===== src/rtl/strobe_period_meter.sv =====
// Measures the spacing between single-cycle strobes, checks it against an expected period,
// tracks lock over consecutive good periods and flags a missing strobe by timeout.
module strobe_period_meter #(
    parameter int p_WIDTH           = 32,
    parameter int p_EXPECTED_PERIOD = 4,
    parameter int p_TOLERANCE       = 0,
    parameter int p_LOCK_COUNT      = 4,
    parameter int p_TIMEOUT         = 1024
) (
    input  logic               i_CLK,
    input  logic               i_RESET,
    input  logic               i_ENABLE,
    input  logic               i_STROBE,
    output logic [p_WIDTH-1:0] o_PERIOD,
    output logic               o_VALID,
    output logic               o_IN_TOL,
    output logic               o_LOCKED,
    output logic               o_TIMEOUT
);

    localparam int MW = (p_LOCK_COUNT < 2) ? 1 : $clog2(p_LOCK_COUNT + 1);

    localparam logic [p_WIDTH-1:0] EXP_W  = p_WIDTH'(p_EXPECTED_PERIOD);
    localparam logic [p_WIDTH-1:0] TOL_W  = p_WIDTH'(p_TOLERANCE);
    localparam logic [p_WIDTH-1:0] TO_W   = p_WIDTH'(p_TIMEOUT);
    localparam logic [p_WIDTH-1:0] ONE_W  = p_WIDTH'(1);
    localparam logic [MW-1:0]      LOCK_M = MW'(p_LOCK_COUNT);
    localparam logic [MW-1:0]      ONE_M  = MW'(1);

    typedef enum logic [1:0] {
        IDLE    = 2'd0,
        ARMED   = 2'd1,
        MEASURE = 2'd2,
        LOST    = 2'd3
    } state_t;

    state_t             state_q, state_d;
    logic [p_WIDTH-1:0] count_q, count_d;
    logic [MW-1:0]      match_q, match_d;
    logic [p_WIDTH-1:0] period_q, period_d;
    logic               valid_q, valid_d;
    logic               in_tol_q, in_tol_d;
    logic               locked_q, locked_d;
    logic               timeout_q, timeout_d;

    // Period ending on this cycle if a strobe is sampled now; cannot overflow
    // because the timeout always fires before the counter reaches the top.
    logic [p_WIDTH-1:0] period_p;
    logic               period_ok;
    logic [MW-1:0]      match_inc;

    always_comb begin
        period_p = count_q + ONE_W;
        // Compare magnitudes on the larger side only, so no signed wrap occurs.
        if (period_p >= EXP_W) begin
            period_ok = ((period_p - EXP_W) <= TOL_W);
        end else begin
            period_ok = ((EXP_W - period_p) <= TOL_W);
        end
        match_inc = (match_q == LOCK_M) ? match_q : (match_q + ONE_M);
    end

    always_comb begin
        state_d   = state_q;
        count_d   = count_q;
        match_d   = match_q;
        period_d  = period_q;
        valid_d   = 1'b0;
        in_tol_d  = in_tol_q;
        locked_d  = locked_q;
        timeout_d = timeout_q;

        if (!i_ENABLE) begin
            state_d   = IDLE;
            count_d   = '0;
            match_d   = '0;
            locked_d  = 1'b0;
            timeout_d = 1'b0;
        end else begin
            case (state_q)
                IDLE: begin
                    state_d = ARMED;
                end
                ARMED: begin
                    if (i_STROBE) begin
                        state_d = MEASURE;
                        count_d = '0;
                    end
                end
                MEASURE: begin
                    if (i_STROBE) begin
                        period_d = period_p;
                        valid_d  = 1'b1;
                        count_d  = '0;
                        in_tol_d = period_ok;
                        if (period_ok) begin
                            match_d  = match_inc;
                            locked_d = (match_inc == LOCK_M);
                        end else begin
                            match_d  = '0;
                            locked_d = 1'b0;
                        end
                    end else if (period_p == TO_W) begin
                        state_d   = LOST;
                        timeout_d = 1'b1;
                        locked_d  = 1'b0;
                        match_d   = '0;
                        count_d   = '0;
                    end else begin
                        count_d = period_p;
                    end
                end
                LOST: begin
                    count_d = '0;
                    // The strobe that ends a loss is a fresh first edge, not a period.
                    if (i_STROBE) begin
                        state_d   = MEASURE;
                        timeout_d = 1'b0;
                    end
                end
                default: begin
                    state_d = IDLE;
                end
            endcase
        end
    end

    always_ff @(posedge i_CLK or posedge i_RESET) begin
        if (i_RESET) begin
            state_q   <= IDLE;
            count_q   <= '0;
            match_q   <= '0;
            period_q  <= '0;
            valid_q   <= 1'b0;
            in_tol_q  <= 1'b0;
            locked_q  <= 1'b0;
            timeout_q <= 1'b0;
        end else begin
            state_q   <= state_d;
            count_q   <= count_d;
            match_q   <= match_d;
            period_q  <= period_d;
            valid_q   <= valid_d;
            in_tol_q  <= in_tol_d;
            locked_q  <= locked_d;
            timeout_q <= timeout_d;
        end
    end

    assign o_PERIOD  = period_q;
    assign o_VALID   = valid_q;
    assign o_IN_TOL  = in_tol_q;
    assign o_LOCKED  = locked_q;
    assign o_TIMEOUT = timeout_q;

endmodule


===== config.mk =====
export PLATFORM = sky130hd
export DESIGN_NAME = strobe_period_meter
export DESIGN_NICKNAME = d
export VERILOG_FILES = /design/src/rtl/strobe_period_meter.sv
export SDC_FILE = /design/constraint.sdc
export NUM_CORES = 1
export LEC_CHECK = 0
export BUFFER_PORTS_ARGS = -buffer_cell sky130_fd_sc_hd__buf_2
export CAP_MARGIN = 0
export CORE_MARGIN = 8
export CORE_UTILIZATION = 60
export DETAILED_ROUTE_END_ITERATION = 10
export PLACE_DENSITY = 0.8
export SYNTH_ARGS = -nofsm -noshare
export SYNTH_HDL_FRONTEND = slang
export SYNTH_SLANG_ARGS = --single-unit

===== constraint.sdc =====
create_clock -name i_CLK -period 10.5 [get_ports i_CLK]
set_input_delay 0 -clock i_CLK [delete_from_list [all_inputs] [get_ports i_CLK]]
set_output_delay 0 -clock i_CLK [all_outputs]
set_load 0.1 [all_outputs]

==> reports/metrics.csv <==
metric,value,unit
grt-ovfl-total,0,
drive_gt1_share,16.6,%
hold_violations,0,
n_antenna_cell,0,
die_width,101,um
multi_input_area,2260,um^2
area_growth,10.1,%
synth_edf_count,0,
async_reset_ff_share,100,%
yosysWarnings,0,
grt_max_degree,74,
drc,0,
io_pins,40,
syn_nets,484,
synth-seq-cells,73,
worstSetupPathType,flop to flop,
cp-start-kind,flop,
worst_pin_slew,1130,ps
vias,3654,
worstHoldEndpoint,state_q[0],
design.core.area,7100,um^2
ff2ff_setup_slack,6390,ps
worstPathArrival,4340,ps
cp_slowest_stage_delay,540,ps
skew,11.7,ps
fp.dieH,101,um
setup_viol,0,
cts_setup_buffers,0,
rsz0062_at_grt,false,
io_buffers,39,
cts-htree-levels,3,
min_period_over_period,39.2,%
outcome,"complete, no violations",
via_per_inst,6.04,
power.density,125,nW/um^2
hpwlAfterDp,7060,um
r2r-end,count_q[18],
yosysUniqueCellTypes,66,
ant_nets,0,
min_from,i_STROBE,
crit_path_end_kind,flop,
dr.pass1.iters,4,
gp_congestion,0.917,
n_fill_cell,590,
p_total,0.590,mW
fin_crit,4110,ps
cts.sinks,73,
seq_area,1830,um^2
drt-initial-drc-count,287,
path_buf_inv,0,
numCtsBuffers,9,
cts_resized,0,
setup_tns,0,ps
cts_tree,built,
drv_slew,0,
synth_flop_cell,dfrtp_1,
crit_family,simple AND/OR/NAND/NOR gates,
clkTransAtPathRegs,80,ps
clockRootBuffer,clkbuf_8,
netlist_instances,477,
die_area,10100,um^2
grt_pass1_vias,3589,
wl_per_cell,16.7,um
row_count,31,
whs_path_depth,3,
antenna_found_initial,0,
cp_max_fo,45,
clock_latency,360,ps
crit_slowest_cell,nand3b_4,
syn_area_per_cell,9.01,um^2
crit_chain,ha_1 > nand4_1 > nor4_1 > xnor2_1 > nand3_1 > or4_4 > nor4_2 > nand3b_4 > nor2_1 > o21ai_0 > nand2_1,
grt_usage,21.2,%
rr_startpoint,count_q[0],
synth.cell_area,4300,um^2
grt_pass1_wl,17200,um
initial_core_util,60.5,%
yosysSeqAreaShare,42.5,%
critPathRequiredTime,10720,ps
cap_violations,0,
timing.slew.headroom,24.7,%
worstRegToRegCells,11,
vdd_ir_drop_max,84.5,uV
clk_path_buf_depth,2,
routed_wl,10100,um
fmax,0.243,GHz
hold_class,input port to flop,
power.leakage,2.11,nW
nNetsFinal,508,
## sequential cells by signal, indices dropped and copies added, names as in the netlist
name,count
count_q,32
match_q,3
o_LOCKED,1
o_IN_TOL,1
o_VALID,1
o_TIMEOUT,1
state_q,2
o_PERIOD,32
## layout make-up
type | count | share of cell area, %
Sequential cell | 73 | 38.6
Clock buffer | 9 | 2.62
Clock inverter | 7 | 2.51
Tap cell | 99 | 2.62
Multi-Input combinational cell | 362 | 47.8
Inverter | 12 | 0.952
Timing Repair Buffer | 43 | 4.87
## report_power, final
| group | internal, mW | total (mW) | switching (mW) |
|---|---|---|---|
| clock network | 0.158 | 0.269 | 0.112 |
| registers | 0.283 | 0.286 | 0.00249 |
| logic | 0.00513 | 0.0343 | 0.0292 |
| total | 0.446 | 0.590 | 0.143 |
## synthesized netlist by cell type, drive strengths merged, types with 6 or more instances
| master | n | area share (%) |
|---|---|---|
| clkbuf | 15 | 1.3 |
| and2 | 10 | 1.5 |
| o31ai | 11 | 2.0 |
| nor4 | 11 | 2.1 |
| a31oi | 6 | 0.87 |
| xnor2 | 20 | 4.1 |
| xor2 | 14 | 2.9 |
| buf | 15 | 2.6 |
| inv | 11 | 0.96 |
| nor2 | 23 | 2.0 |
| a21oi | 6 | 0.70 |
| nand4 | 11 | 2.1 |
| dfrtp | 73 | 43 |
| nand2 | 71 | 6.2 |
| nand3 | 22 | 2.9 |
| nor2b | 7 | 1.0 |
| nor3 | 17 | 2.4 |
| o21ai | 69 | 8.0 |
## cells in the final DEF (no fill, tap or decap), types with 4 or more instances in the layout
cell type,n
dfrtp_1,73
nand2_1,71
o21ai_0,61
buf_2,39
nor2_1,23
nand3_1,20
xnor2_1,20
nor3_1,15
xor2_1,14
inv_1,10
o31ai_1,10
nand4_1,9
nor4_1,9
clkbuf_8,9
and2_1,8
o21ai_1,8
nor2b_1,7
a31oi_1,6
a21oi_1,6
mux2_2,5
and3_1,4
## cell families (layout without fill, tap and decap cells)
group | count (synthesis) | after routing | synth area share (%)
simple gates | 198 | 198 | 25.4
mux | 8 | 8 | 2.01
buf+inv | 42 | 71 | 4.95
fa+ha+maj | 4 | 4 | 1.11
flops | 73 | 73 | 42.5
xor+xnor | 34 | 34 | 6.93
compound gates | 118 | 118 | 17.1
## worst max path at each step
stage | cells past startpoint | to | slack, ps | from
2_1_floorplan | 12 | match_q[2] | 7050 | count_q[0]
3_3_place_gp | 11 | match_q[2] | 6690 | count_q[0]
3_5_place_dp | 11 | count_q[18] | 6580 | count_q[0]
4_1_cts | 11 | match_q[2] | 6530 | count_q[0]
5_1_grt | 11 | match_q[2] | 6160 | count_q[0]
6_report | 11 | count_q[18] | 6390 | count_q[0]
## through the flow
step / util (%) / hold slack (ps) / instance area (um^2) / setup slack [ps] / instances
floorplan: - / 129 / 4300 / 7050 / 477
global placement: 63.0 / 322 / 4470 / 6690 / 587
detailed placement: 63.0 / 335 / 4470 / 6580 / 587
CTS: 66.7 / 38.7 / 4730 / 6530 / 605
global route: 66.7 / 59.9 / 4730 / 6160 / 605
finish: 66.7 / 51.1 / 4730 / 6390 / 605
## tightest hold or removal path: cells and delay by family
kind	cells	cell delay, ps
simple gates	1	150
compound gates	1	80
buf+inv	1	130
## routing by layer
layer | global-route usage, % | up-vias | wire length [um]
li1 | - | 1762 | -
met1 | 27.8 | 1742 | 4610
met2 | 32.3 | 126 | 4550
met3 | 5.04 | 24 | 653
met4 | 10.1 | 0 | 271
met5 | 0 | - | 0
## timing repair
item / CTS / global route
hold buffers: 2 / 0
hold endpoints to repair: 77 / 0
endpoints found under the setup margin: 0 / 0
No activity file was read; power rests on OpenSTA's default activity.
